$ cat src/rtl/ps2_scan_rx_pkg.sv
// Shared constants for the PS/2 scan-code receiver: prefix bytes and frame FSM encoding.
package ps2_scan_rx_pkg;

  localparam logic [7:0] PS2_BREAK = 8'hF0;
  localparam logic [7:0] PS2_EXT   = 8'hE0;

  typedef enum logic [1:0] {
    IDLE   = 2'd0,
    DATA   = 2'd1,
    PARITY = 2'd2,
    STOP   = 2'd3
  } rxState_t;

  // Odd parity: the eight data bits plus the parity bit must hold an odd number of ones.
  function automatic logic oddParityOk(input logic [7:0] dataByte, input logic parBit);
    return ^{dataByte, parBit};
  endfunction

endpackage

$ cat src/rtl/ps2_line_filter.sv
// Two-flop synchroniser and glitch filter for one raw PS/2 line; idles high.
module ps2_line_filter #(
  parameter int FILTER = 16
) (
  input  logic clock,
  input  logic reset,
  input  logic raw,
  output logic filt
);

  localparam int CNT_W = (FILTER < 2) ? 1 : $clog2(FILTER + 1);

  logic             sync_p0;
  logic             sync_p1;
  logic [CNT_W-1:0] holdCnt;

  always_ff @(posedge clock or negedge reset) begin
    if (!reset) begin
      sync_p0 <= 1'b1;
      sync_p1 <= 1'b1;
    end else begin
      sync_p0 <= raw;
      sync_p1 <= sync_p0;
    end
  end

  // Filtered level flips only once the synchronised level has disagreed for FILTER cycles in a row.
  always_ff @(posedge clock or negedge reset) begin
    if (!reset) begin
      filt    <= 1'b1;
      holdCnt <= '0;
    end else if (sync_p1 == filt) begin
      holdCnt <= '0;
    end else if (holdCnt == CNT_W'(FILTER - 1)) begin
      filt    <= sync_p1;
      holdCnt <= '0;
    end else begin
      holdCnt <= holdCnt + CNT_W'(1);
    end
  end

endmodule

$ cat src/rtl/ps2_scan_rx.sv
// PS/2 keyboard receiver: frames 11-bit words, strips F0/E0 prefixes and reports make/break codes.
module ps2_scan_rx
  import ps2_scan_rx_pkg::*;
#(
  parameter int FREQ_KHZ   = 48000,
  parameter int FILTER     = 16,
  parameter int TIMEOUT_US = 2000
) (
  input  logic       clock,
  input  logic       reset,
  input  logic       ps2Ck,
  input  logic       ps2D,
  output logic       strb,
  output logic       make,
  output logic       ext,
  output logic [7:0] code,
  output logic       err
);

  localparam int TO_CYCLES = FREQ_KHZ * TIMEOUT_US / 1000;
  localparam int TO_W      = $clog2(TO_CYCLES + 1);

  logic            ckFilt;
  logic            dFilt;
  logic            ckPrev;
  logic            ckFall;
  rxState_t        state;
  rxState_t        nextState;
  logic [7:0]      shiftReg;
  logic [2:0]      bitCnt;
  logic            parBit;
  logic [TO_W-1:0] toCnt;
  logic            toExpire;
  logic            brkFlag;
  logic            extFlag;

  ps2_line_filter #(.FILTER(FILTER)) ckFilter (
    .clock (clock),
    .reset (reset),
    .raw   (ps2Ck),
    .filt  (ckFilt)
  );

  ps2_line_filter #(.FILTER(FILTER)) dFilter (
    .clock (clock),
    .reset (reset),
    .raw   (ps2D),
    .filt  (dFilt)
  );

  always_ff @(posedge clock or negedge reset) begin
    if (!reset) ckPrev <= 1'b1;
    else        ckPrev <= ckFilt;
  end

  assign ckFall   = ckPrev & ~ckFilt;
  assign toExpire = (state != IDLE) && !ckFall && (toCnt == TO_W'(TO_CYCLES - 1));

  always_ff @(posedge clock or negedge reset) begin
    if (!reset) state <= IDLE;
    else        state <= nextState;
  end

  always_comb begin
    nextState = state;
    if (toExpire) begin
      nextState = IDLE;
    end else if (ckFall) begin
      case (state)
        IDLE:    if (!dFilt) nextState = DATA;
        DATA:    if (bitCnt == 3'd7) nextState = PARITY;
        PARITY:  nextState = STOP;
        STOP:    nextState = IDLE;
        default: nextState = IDLE;
      endcase
    end
  end

  // Frame datapath, prefix flags and registered result/err pulses.
  always_ff @(posedge clock or negedge reset) begin
    if (!reset) begin
      shiftReg <= '0;
      bitCnt   <= '0;
      parBit   <= 1'b0;
      toCnt    <= '0;
      brkFlag  <= 1'b0;
      extFlag  <= 1'b0;
      strb     <= 1'b0;
      err      <= 1'b0;
      make     <= 1'b0;
      ext      <= 1'b0;
      code     <= '0;
    end else begin
      strb <= 1'b0;
      err  <= 1'b0;

      if (state == IDLE || ckFall) toCnt <= '0;
      else                         toCnt <= toCnt + TO_W'(1);

      if (toExpire) begin
        err     <= 1'b1;
        brkFlag <= 1'b0;
        extFlag <= 1'b0;
        bitCnt  <= '0;
      end else if (ckFall) begin
        case (state)
          IDLE: bitCnt <= '0;
          DATA: begin
            shiftReg <= {dFilt, shiftReg[7:1]};
            bitCnt   <= bitCnt + 3'd1;
          end
          PARITY: parBit <= dFilt;
          STOP: begin
            if (oddParityOk(shiftReg, parBit) && dFilt) begin
              if (shiftReg == PS2_BREAK) begin
                brkFlag <= 1'b1;
              end else if (shiftReg == PS2_EXT) begin
                extFlag <= 1'b1;
              end else begin
                strb    <= 1'b1;
                code    <= shiftReg;
                make    <= ~brkFlag;
                ext     <= extFlag;
                brkFlag <= 1'b0;
                extFlag <= 1'b0;
              end
            end else begin
              err     <= 1'b1;
              brkFlag <= 1'b0;
              extFlag <= 1'b0;
            end
          end
          default: bitCnt <= '0;
        endcase
      end
    end
  end

endmodule

$ cat config.mk
export PLATFORM = sky130hd
export DESIGN_NAME = ps2_scan_rx
export DESIGN_NICKNAME = d
export VERILOG_FILES = /design/src/rtl/ps2_scan_rx_pkg.sv /design/src/rtl/ps2_line_filter.sv /design/src/rtl/ps2_scan_rx.sv
export SDC_FILE = /design/constraint.sdc
export NUM_CORES = 1
export LEC_CHECK = 0
export CORE_MARGIN = 5
export CORE_UTILIZATION = 55
export CTS_BUF_LIST = sky130_fd_sc_hd__clkbuf_4
export CTS_CLUSTER_DIAMETER = 150
export CTS_CLUSTER_SIZE = 12
export DETAILED_ROUTE_END_ITERATION = 8
export GPL_TIMING_DRIVEN = 1
export HOLD_SLACK_MARGIN = 0.08
export PLACE_DENSITY = 0.77
export RECOVER_POWER = 50
export SLEW_MARGIN = 5
export SYNTH_ARGS = -nofsm -noshare
export SYNTH_HDL_FRONTEND = slang
export SYNTH_SLANG_ARGS = --single-unit
$ cat constraint.sdc
create_clock -name clock -period 1.7 [get_ports clock]
set_input_delay 0.34 -clock clock [delete_from_list [all_inputs] [get_ports clock]]
set_output_delay 0.34 -clock clock [all_outputs]
set_load 0.01 [all_outputs]
==> metrics <==
top_reg_cell synth=dfrtp_1; worst-path fanout max=6; vias after detailed routing=1919; worst min-delay path class=reg -> reg; DP HPWL=3580 um; Worst Tran Pin Value=803 ps; area of the core=0.00507 sq mm; initial DRC count=47; first-pass GRT wire length=8590 um; slew margin rel.=46.5%; Final period util=109%; Initial Util=56.1%; Area after DPL=0.00326 sq mm; # setup viols final=10; final worst path period need=1850 ps; final cell count without fillers=366; syn_area_per_cell=11.8 sq um; Final ANT Viol Nets=0; cell area power density=779 mW/mm^2; final core utilization=68.9%; CTS sink count=62; initial antenna violation count=0; worst ir drop on vdd=520 uV; GRT Util Overall=17.3%; final setup skew=14.2 ps; YS warnings=0; Die Wd=82.0 um; post-route setup slack=-147 ps; vias in the first global route=1895; Antenna Cells=0; slowest cell on the critical path=xnor3_2; CTS buffer count=9; FP Rows=26; fmax=541 MHz; worst path cell trace=xnor2_1 -> xnor3_2 -> mux2i_2 -> buf_6 -> mux2_4; synthesized area=0.00285 sq mm; GRT overflow=0; Arr. time, crit path=2130 ps; CTS clk-pin slew, worst paths=100 ps; Via density=5.24; die height=82.0 um; Startpoint Class=register; WS Path Type=reg -> reg; CTS Buffer Depth=2; Placer Congestion=0.758; number of flops mapped to enable cells by yosys=0; critical path data required time=1990 ps; Max H-tree Level=3; hold slack=364 ps; drt pass-1 iters=4; ratio of cells with drive above 1 in the final layout=27.7%; Syn Nets=255; Area Overhead vs Synth=22.7%; library cells used by synthesis=44; violated checks=setup timing; Hold Vio Cnt, Final=0; RSZ-0062 raised after global routing=true; # port buffers=15; largest net degree at the start of global routing=63; fin area=0.00349 sq mm; run status=finished with violations; CP peak stage delay=450 ps; Skew-Pair Late Insertion Delay=410 ps; max-cap violations=0; Placed Cells=347; CTS tree=built; ys async rst share=100%; Die ar.=0.00672 sq mm; DRT Wirelength=5130 um; Clock Root Buffer=clkbuf_4; register area share after synthesis=54.8%; Static Leak=1.69 nW; num ports=16; DR DRC count=0; fin. max-slew vios=0; WL/cell=14.0 um; Yosys reg bits=62; Nets=304; Mapped Cells=242; critical path endpoint category=register
==> cell type report <==
type	instances	area, sq um
Multi-Input combinational cell	163	1260
Timing Repair Buffer	46	393
Sequential cell	62	1560
Fill cell	396	1580
Clock inverter	5	73.8
Tap cell	70	87.6
Clock buffer	11	82.6
Inverter	9	33.8
==> cells by family (layout without fill, tap and decap cells) <==
family	Yosys count	count (layout)	synth area share, %
AND/OR/NAND/NOR	81	81	14.7
adder cells (fa/ha/maj)	9	9	3.95
flip-flops	62	62	54.8
buffers and inverters	17	71	2.55
XOR/XNOR	24	24	8.92
multiplexers	19	19	8.57
AO/OA/AOI/OAI	30	30	6.50
==> placed cells by master, fill, tap and decap left out, types with 2 or more instances in the layout <==
master,netlist,routed
dfrtp_1,55,55
buf_4,0,27
nor2_1,24,24
xor2_1,14,14
clkbuf_4,0,12
nand2_1,11,11
nand3_1,10,10
o21ai_0,10,10
clkdlybuf4s50_1,0,10
inv_1,9,9
mux2_4,8,9
ha_1,9,9
a21oi_1,8,8
mux2_2,8,7
nand4_1,6,6
xnor2_1,7,6
dfstp_2,7,6
and2_1,5,4
and3_1,7,4
and3_4,0,3
or3_1,3,3
nor3_2,0,3
dlygate4sd3_1,0,3
nand4b_1,2,2
nor3_1,5,2
a31oi_1,2,2
o2111ai_1,2,2
a32oi_1,2,2
mux2i_1,2,2
bufinv_16,0,2
clkinv_2,0,2
dlymetal6s2s_1,0,2
buf_6,1,2
==> routing by layer <==
layer	wire length, um	vias to the layer above	global-route usage, %
met4	125	0	9.30
met3	165	11	4.39
met2	2560	29	29.0
li1	-	946	-
met5	0	-	0
met1	2280	933	20.3
==> worst paths after layout <==
check,from,slack [ps],to,cells after the start
hold / removal,dFilter.sync_p0$_DFF_PN1_,360,dFilter.sync_p1$_DFF_PN1_,0
min in group asynchronous,reset,660,dFilter.holdCnt[3]$_DFF_PN0_,3
max in group asynchronous,reset,510,bitCnt[0]$_DFFE_PN0P_,3
hold reg to reg,dFilter.sync_p0$_DFF_PN1_,360,dFilter.sync_p1$_DFF_PN1_,0
setup / recovery,shiftReg[4]$_DFFE_PN0P_,-150,code[3]$_DFFE_PN0P_,5
setup reg to reg,shiftReg[4]$_DFFE_PN0P_,-150,code[3]$_DFFE_PN0P_,5
==> synth_stat cells, drive strengths merged (3+ instances only) <==
library cell,number,area share (%)
dfrtp,55,48
nor2,24,3.2
mux2,16,7.4
xor2,14,4.3
nand2,11,1.4
nand3,10,1.8
o21ai,10,1.8
ha,9,4.0
inv,9,1.2
a21oi,8,1.4
and3,7,1.5
dfstp,7,6.5
xnor2,7,2.2
nand4,6,1.3
and2,5,1.1
clkbuf,5,0.66
nor3,5,0.88
buf,3,0.70
mux2i,3,1.2
or3,3,0.66
==> critical path, delay by kind of cell, from the launching register on <==
family | cells | cell delay [ps]
buf+inv | 1 | 170
flops | 1 | 410
xor+xnor | 2 | 610
mux | 2 | 540
==> registers in the layout, summed over array words and instances (netlist names) <==
name,count
dFilter.filt,1
err,1
bitCnt,3
ext,1
parBit,1
ckFilter.sync_p1,1
dFilter.holdCnt,5
dFilter.sync_p0,1
ckFilter.sync_p0,1
extFlag,1
ckPrev,1
ckFilter.holdCnt,5
code,8
ckFilter.filt,1
make,1
shiftReg,8
dFilter.sync_p1,1
brkFlag,1
state,2
toCnt,17
strb,1
==> report_power, final <==
| part | switching, W | internal (W) | leakage, nW |
|---|---|---|---|
| Clock | 0.000521 | 0.000621 | 0.0883 |
| Combinational | 0.0000478 | 0.0000232 | 0.761 |
| Sequential | 0.0000118 | 0.00150 | 0.837 |
==> metrics by stage <==
stage               total power, W  TNS (ps)  setup slack, ps
floorplan                  0.00156     -1110             -138
global route               0.00282     -1720             -188
finish                     0.00272     -1250             -147
CTS                        0.00275     -1260             -162
global placement           0.00161      -730             -104
detailed placement         0.00161     -1020             -136
==> what timing repair did <==
| item | CTS | global route |
|---|---|---|
| buffers inserted | 0 | 2 |
| gates resized for setup | 2 | 16 |
| hold buffers | 1 | 0 |
| endpoints found under the hold margin | 55 | 0 |
| setup endpoints to repair | 11 | 23 |
| pin swaps | 0 | 2 |
No activity file was read; power rests on OpenSTA's default activity.
